--- config.mk ---
export PLATFORM = sky130hd
export DESIGN_NAME = seg7_hex_reader
export DESIGN_NICKNAME = d
export VERILOG_FILES = /design/src/rtl/seg7_hex_reader.sv
export SDC_FILE = /design/constraint.sdc
export NUM_CORES = 1
export LEC_CHECK = 0
export BUFFER_PORTS_ARGS = -buffer_cell sky130_fd_sc_hd__buf_2
export CORE_MARGIN = 1
export CORE_UTILIZATION = 45
export CTS_BUF_LIST = sky130_fd_sc_hd__clkbuf_16
export CTS_CLUSTER_DIAMETER = 200
export CTS_CLUSTER_SIZE = 8
export DETAILED_ROUTE_END_ITERATION = 8
export PLACE_DENSITY = 0.72
export SLEW_MARGIN = 40
export SYNTH_ARGS = -nofsm -noshare
export SYNTH_HDL_FRONTEND = slang
export SYNTH_SLANG_ARGS = --single-unit
--- constraint.sdc ---
create_clock -name clk -period 1.9 [get_ports clk]
set_input_delay 0.095 -clock clk [delete_from_list [all_inputs] [get_ports clk]]
set_output_delay 0.095 -clock clk [all_outputs]
set_load 0.01 [all_outputs]
--- src/rtl/seg7_hex_reader.sv ---
// seg7_hex_reader
//   Recovers the hex nibbles shown on a multiplexed, active-high 7-segment bus.
//   A digit is captured only after its strobe and segment pattern stay unchanged
//   for STABLE_CYCLES samples. Captures fill a frame of NUM_DIGITS nibbles, and
//   the full frame is presented on a valid/ready handshake.
//
// Ports
//   clk        system clock, rising edge
//   rst_n      asynchronous active-low reset
//   seg        segment levels {g,f,e,d,c,b,a}, 1 = lit
//   dig_sel    digit strobe, one-hot when valid; bit i = digit i
//   out_ready  consumer accepts the frame (only looked at while a frame is held)
//   out_valid  frame available
//   out_word   nibble i at bits [4i+3:4i]
//   out_err    bit i = digit i showed a pattern that is not a legal glyph
//   overrun    one-cycle pulse: a capture arrived while a frame was held and was dropped
module seg7_hex_reader #(
  parameter int unsigned NUM_DIGITS    = 4,
  parameter int unsigned STABLE_CYCLES = 3
) (
  input  logic                    clk,
  input  logic                    rst_n,
  input  logic [6:0]              seg,
  input  logic [NUM_DIGITS-1:0]   dig_sel,
  input  logic                    out_ready,
  output logic                    out_valid,
  output logic [4*NUM_DIGITS-1:0] out_word,
  output logic [NUM_DIGITS-1:0]   out_err,
  output logic                    overrun
);

  localparam int unsigned RUN_W = $clog2(STABLE_CYCLES + 1);

  typedef enum logic {
    COLLECT,
    HOLD
  } state_t;

  state_t state, state_next;

  // Sampled bus and dwell tracking
  logic [6:0]            s_seg;
  logic [NUM_DIGITS-1:0] s_sel;
  logic [RUN_W-1:0]      run;
  logic [RUN_W-1:0]      run_next;
  logic                  fired;
  logic                  fired_next;
  logic                  sel_ok;
  logic                  same;
  logic                  fire;

  // Frame assembly
  logic [NUM_DIGITS-1:0]   mask;
  logic [4*NUM_DIGITS-1:0] word_next;
  logic [NUM_DIGITS-1:0]   err_next;
  logic [4:0]              glyph;
  logic                    mask_full;

  // Glyph table: returns {err, nibble}; unknown patterns decode to 0 with err set.
  function automatic logic [4:0] decode_glyph(input logic [6:0] p);
    case (p)
      7'h3F:   return 5'h00;
      7'h06:   return 5'h01;
      7'h5B:   return 5'h02;
      7'h4F:   return 5'h03;
      7'h66:   return 5'h04;
      7'h6D:   return 5'h05;
      7'h7D:   return 5'h06;
      7'h07:   return 5'h07;
      7'h7F:   return 5'h08;
      7'h6F:   return 5'h09;
      7'h77:   return 5'h0A;
      7'h7C:   return 5'h0B;
      7'h39:   return 5'h0C;
      7'h5E:   return 5'h0D;
      7'h79:   return 5'h0E;
      7'h71:   return 5'h0F;
      default: return 5'h10;
    endcase
  endfunction

  function automatic logic is_onehot(input logic [NUM_DIGITS-1:0] v);
    int unsigned cnt;
    cnt = 0;
    for (int unsigned i = 0; i < NUM_DIGITS; i++) begin
      if (v[i]) cnt++;
    end
    return cnt == 1;
  endfunction

  // ---------------------------------------------------------------------------
  // Dwell detection. The run counter describes the samples already held in
  // s_seg/s_sel; a capture fires once, on the edge after the run first reaches
  // STABLE_CYCLES. 'fired' blocks further captures until the pair changes.
  // ---------------------------------------------------------------------------
  always_comb begin
    sel_ok   = is_onehot(dig_sel);
    same     = (seg == s_seg) && (dig_sel == s_sel);
    run_next = run;
    if (!sel_ok) begin
      run_next = '0;
    end else if (!same) begin
      run_next = RUN_W'(1);
    end else if (run != RUN_W'(STABLE_CYCLES)) begin
      run_next = run + RUN_W'(1);
    end
  end

  assign fire = (run == RUN_W'(STABLE_CYCLES)) && !fired;

  always_comb begin
    fired_next = fired;
    if (!sel_ok || !same) begin
      fired_next = 1'b0;
    end else if (fire) begin
      fired_next = 1'b1;
    end
  end

  always_ff @(posedge clk or negedge rst_n) begin
    if (!rst_n) begin
      s_seg <= '0;
      s_sel <= '0;
      run   <= '0;
      fired <= 1'b0;
    end else begin
      s_seg <= seg;
      s_sel <= dig_sel;
      run   <= run_next;
      fired <= fired_next;
    end
  end

  // ---------------------------------------------------------------------------
  // Slot write data. s_sel is guaranteed one-hot whenever fire is high.
  // ---------------------------------------------------------------------------
  always_comb begin
    glyph     = decode_glyph(s_seg);
    word_next = out_word;
    err_next  = out_err;
    for (int unsigned i = 0; i < NUM_DIGITS; i++) begin
      if (s_sel[i]) begin
        word_next[4*i +: 4] = glyph[3:0];
        err_next[i]         = glyph[4];
      end
    end
    mask_full = &(mask | s_sel);
  end

  // ---------------------------------------------------------------------------
  // Frame FSM: state register / next state / outputs
  // ---------------------------------------------------------------------------
  always_ff @(posedge clk or negedge rst_n) begin
    if (!rst_n) begin
      state <= COLLECT;
    end else begin
      state <= state_next;
    end
  end

  always_comb begin
    state_next = state;
    case (state)
      COLLECT: if (fire && mask_full) state_next = HOLD;
      HOLD:    if (out_ready)         state_next = COLLECT;
      default: state_next = COLLECT;
    endcase
  end

  always_comb begin
    out_valid = (state == HOLD);
  end

  // Slots, mask and overrun pulse. A capture during HOLD (including the
  // handshake edge) leaves slots and mask untouched.
  always_ff @(posedge clk or negedge rst_n) begin
    if (!rst_n) begin
      mask     <= '0;
      out_word <= '0;
      out_err  <= '0;
      overrun  <= 1'b0;
    end else begin
      overrun <= fire && (state == HOLD);
      if (state == COLLECT) begin
        if (fire) begin
          out_word <= word_next;
          out_err  <= err_next;
          mask     <= mask | s_sel;
        end
      end else if (out_ready) begin
        mask <= '0;
      end
    end
  end

endmodule

; Word level (Yosys, flattened, before mapping)
; Index checks and enable logic that the tools add are counted.
; Widths: inputs -> output; s select.
[totals]
reg_bits = 40
inputBits = 14
out_inout_bits = 22
wordCells = 76
[classes]
n_addsub = 4
eq_ne = 23
mux = 16
n_bitwise = 2
n_reduce_logical = 16
[ops]
columns = operator, count
row1 = $add 32x1->32 const B, 3
row2 = $mux 32, 3
row3 = $eq 7x7->1 const B, 12
row4 = $pmux 5 s16, 1
row5 = $eq 32x1->1 const B, 1
row6 = $eq 7x3->1 const B, 2
row7 = $eq 7x6->1 const B, 2
row8 = $mux 4, 3
row9 = $reduce_and 3->1, 4
row10 = $eq 7x7->1, 1
row11 = $mux 2, 3
row12 = $mux 1, 5
row13 = $eq 4x4->1, 1
row14 = $logic_and 1x1->1, 4
row15 = $ne 2x2->1 const B, 2
row16 = $or 4x4->4, 1
row17 = $reduce_and 4->1, 1
row18 = $reduce_bool 2->1, 2
row19 = $logic_not 1->1, 3
row20 = $ne 3x2->1 const B, 1
row21 = $add 2x1->2 const B, 1
row22 = $eq 2x2->1 const B, 1
row23 = $pmux 1 s2, 1
row24 = $reduce_and 2->1, 1
row25 = 2 further kinds, 2

; Longest topological paths before layout
[logic_depth]
depth_word = 11
ltp_mapped = 8

; Worst setup path after synthesis
; Ideal clock, no wire load.
[synth_path]
path_kind = reg-to-reg
startpoint = register s_seg[6]
endpoint = register out_err[0]
arrival_time_ns = 1.438
setup_slack_ns = 0.331
stages_incl_launch_ff = 6
synth_period_minus_slack_ns = 1.569
cell_sequence = dfrtp_1 buf_2 or4b_1 nor2_1 o31a_2 o31ai_2
[synth_between]
elab_chain_cells = 2
word_cells_on_any_way = 17
[synth_rtl]
columns = item, line
row1 = "start, declared", 42  ; logic [6:0] s_seg;
row2 = "start signal, assigned", 127  ; s_seg <= seg;
row3 = "$eq 7x7->1, or another cell as far along", 61  ; case (p)
row4 = $pmux 5 s16 (*), 61
row5 = "end signal, assigned", 187  ; out_err <= err_next;
row6 = "end, declared", 28  ; output logic [NUM_DIGITS-1:0] out_err,
; Mark *: on every way between the ends. The rest lies on a longest branch, timed or not.
; A chain may end at the register's enable or synchronous reset.

; Worst setup path in the final report
[layout_path]
startpoint = register s_seg[0]
endpoint = register out_err[3]
; The elaborated chain is that of the path after synthesis.

==> summary.txt <==
Clock tree
  – CTS Buf Count: 5
  – Clock sink count: 40
  – H-Tree Depth: 2
  – Post-CTS setup buffer count: 0
  – Clk_lat worst skew: 280 ps
  – CTS tree: done
  – Root buffer cell: clkbuf_16
  – Clk slew on worst S/H paths: 60 ps
  – Max Root-Sink Buffers: 2

Logic synthesis
  – Synth warnings: 0
  – Gate Count Post-Synth: 191
  – Multiplexer share of the synthesized area: 0.503%
  – Post-Synth XOR/XNOR Area: 6.61%
  – Synth Area in Adders: 2.52%
  – Synth Flop Type: dfrtp_1
  – Synth top area share: 50.3%
  – Simple-Gate Fraction of Synth Area: 19.9%
  – Syn Area/Cell: 10.4 um2
  – Post-synth ARST share: 100%
  – Yosys reg bits: 40
  – Post-synthesis cell type count: 50
  – Yosys top cell by area: dfrtp_1
  – Synth Cell Area: 1990 um2
  – Synth area leaders: dfrtp_1, xor2_1, nand2_1
  – Fraction of the yosys area taken by sequential cells: 50.3%
  – Post-synthesis compound-gate area fraction: 16.8%
  – Syn nets: 209
  – EDFF count, synth: 0
  – Combinational family with the most area after synthesis: simple AND/OR/NAND/NOR gates

Power and ir drop
  – Max IR drop VDD: 0.389 mV
  – Logic pwr share: 8.4%
  – Switching Power: 474 uW
  – PwrDens: 806 nW/um2
  – Power share of the sequential group: 44.1%
  – Total Power: 2060 uW
  – Sw Share: 23.0%
  – Clock share of power: 47.4%
  – Int Power: 1580 uW
  – Leakage: 0.00123 uW

Layout
  – Most frequent cells in the layout: dfrtp_1, buf_2, nand2_1
  – Post-Layout Cell Count: 300
  – Nets: 267
  – Fillers: 360
  – Share of cells above drive strength 1: 27.6%
  – Final Util: 62.0%
  – Layout area overhead: 28.3%
  – Most common cell after layout, fill and taps aside: dfrtp_1
  – ANT cells: 0

Timing
  – Final Cycle Share: 92.2%
  – Worst Skew: 2.58 ps
  – Worst Tran Pin Value: 398 ps
  – Rel. slew slack: 73.4%
  – Fmax: 571 MHz
  – RSZ-0062 raised after global routing: false
  – Smallest hold slack: 15.7 ps
  – Final hold vios: 0
  – Slew Viols, Final: 0
  – Final number of setup-violating endpoints: 0
  – Final TNS setup: 0 ps
  – Min Clock Period, post-route: 1750 ps

Floorplanning
  – Core Box Area: 4120 um2
  – Top-Level Pins: 36
  – Starting Density: 48.3%
  – Die Ht: 68.5 um
  – Site Rows: 23
  – Die Wd: 68.5 um
  – Die area: 4690 um2

Detailed routing
  – WL/cell: 14.2 um
  – DR vias: 1662
  – TritonRoute pass-1 iters: 4
  – Via-to-Cell Ratio: 5.54
  – Post-route ant nets: 0
  – Drc violations: 0
  – 1st-iter DRT viols: 77
  – Final wirelength: 4270 um

Setup path
  – Required @ worst endpoint: 2090 ps
  – Crit path max fanout: 11
  – Worst path cell trace: nand4b_2 -> o32ai_1 -> or4_4 -> o31ai_2
  – Reg2reg setup slack: 150 ps
  – Max stage delay cell, worst path: or4_4
  – CP Launch Type: register
  – RR Endpoint: out_err[3]
  – Delay-heaviest family, CP: simple AND/OR/NAND/NOR gates
  – Worst Path Buf+Inv: 0
  – CP endpoint: out_err[3]
  – Crit end category: register
  – Crit path launch: s_seg[0]
  – FF-to-FF path depth: 4
  – CP Depth: 4
  – Worst r2r src: s_seg[0]
  – Slowest stage delay, CP: 610 ps
  – Crit path DAT: 1940 ps
  – Critical path class: register to register

Placed design
  – I/O Buffers: 35
  – Detailed Place HPWL: 3030 um
  – DP Cell Count: 281
  – Final GP Congestion: 0.762

GRT
  – Vias in the first global route: 1542
  – Largest net degree at the start of global routing: 18
  – GRT Total Usage: 20.5%
  – Initial antenna violation count: 0
  – First-pass GRT wire length: 6980 um
  – Global route total overflow: 0

Run
  – Max-cap viol count: 0

Worst hold path
  – Worst hold path type: primary input to register

Status
  – Status: completed
[kinds of logic (layout without fill, tap and decap cells)]
group                    Yosys count  count (layout)
adder cells (fa/ha/maj)            4               4
buffers and inverters             11              70
flip-flops                        40              40
XOR/XNOR                          15              15
multiplexers                       1               1
AND/OR/NAND/NOR                   71              71
AO/OA/AOI/OAI                     49              49
[layer usage]
layer | GRT usage (%) | vias to the layer above | part of all wire (%)
met4 | 9.38 | 0 | 2.1
met1 | 24.9 | 790 | 45
li1 | - | 806 | -
met2 | 33.7 | 57 | 47
met3 | 5.33 | 9 | 5.6
met5 | 0 | - | 0
[synth_stat cells (all sizes together), types with 2 or more instances]
master / instances
a211oi: 3
a21oi: 10
and2: 2
buf: 7
dfrtp: 40
ha: 4
inv: 4
nand2: 29
nand2b: 4
nand3: 3
nor2: 8
nor3: 5
nor3b: 3
nor4: 2
o211ai: 3
o21ai: 16
o22ai: 4
o31ai: 5
or4: 2
xor2: 14
[worst min-delay path by stage]
stage	start	endpoint	slack, ps	cells past startpoint
final	dig_sel[2]	s_sel[2]	20	1
after floorplan	rst_n	fired	-200	0
after detailed placement	rst_n	out_err[3]	30	1
after CTS	dig_sel[2]	s_sel[2]	9	1
after global placement	rst_n	out_word[15]	30	1
after global routing	dig_sel[2]	s_sel[2]	10	1
[power by group through the flow]
stage / registers (uW) / clock network (uW) / logic, uW
2_1_floorplan: 902 / 0 / 108
3_3_place_gp: 921 / 0 / 154
3_5_place_dp: 921 / 0 / 157
4_1_cts: 906 / 997 / 175
5_1_grt: 911 / 1030 / 193
6_report: 908 / 975 / 174
[sequential cells by signal, indices dropped and copies added, names as in the netlist]
| signal | flops |
|---|---|
| out_valid | 1 |
| s_sel | 4 |
| s_seg | 7 |
| out_err | 4 |
| out_word | 16 |
| overrun | 1 |
| mask | 4 |
| run | 2 |
| fired | 1 |
[cell type report]
type | count | area [um2] | share of cell area (%)
Clock buffer | 5 | 125 | 4.90
Clock inverter | 3 | 46.3 | 1.81
Inverter | 4 | 15.0 | 0.589
Multi-Input combinational cell | 140 | 922 | 36.1
Sequential cell | 40 | 1000 | 39.4
Tap cell | 50 | 62.6 | 2.45
Timing Repair Buffer | 58 | 375 | 14.7
[worst register-to-register path: stages (launching register included)]
cell and delay (ps):
dfrtp_1 520, nand4b_2 220, o32ai_1 130, or4_4 610, o31ai_2 200
[timing repair]
item	in CTS	in global routing
hold endpoints to repair	25	0
hold buffers	11	0
gates resized for setup	0	3
setup endpoints to repair	0	4
[per-stage QoR]
step	setup slack [ps]	area, um2
2_1_floorplan	331	1990
4_1_cts	103	2550
6_report	147	2550
3_3_place_gp	165	2270
5_1_grt	42.3	2550
3_5_place_dp	112	2270
(Power assumes the default switching activity.)
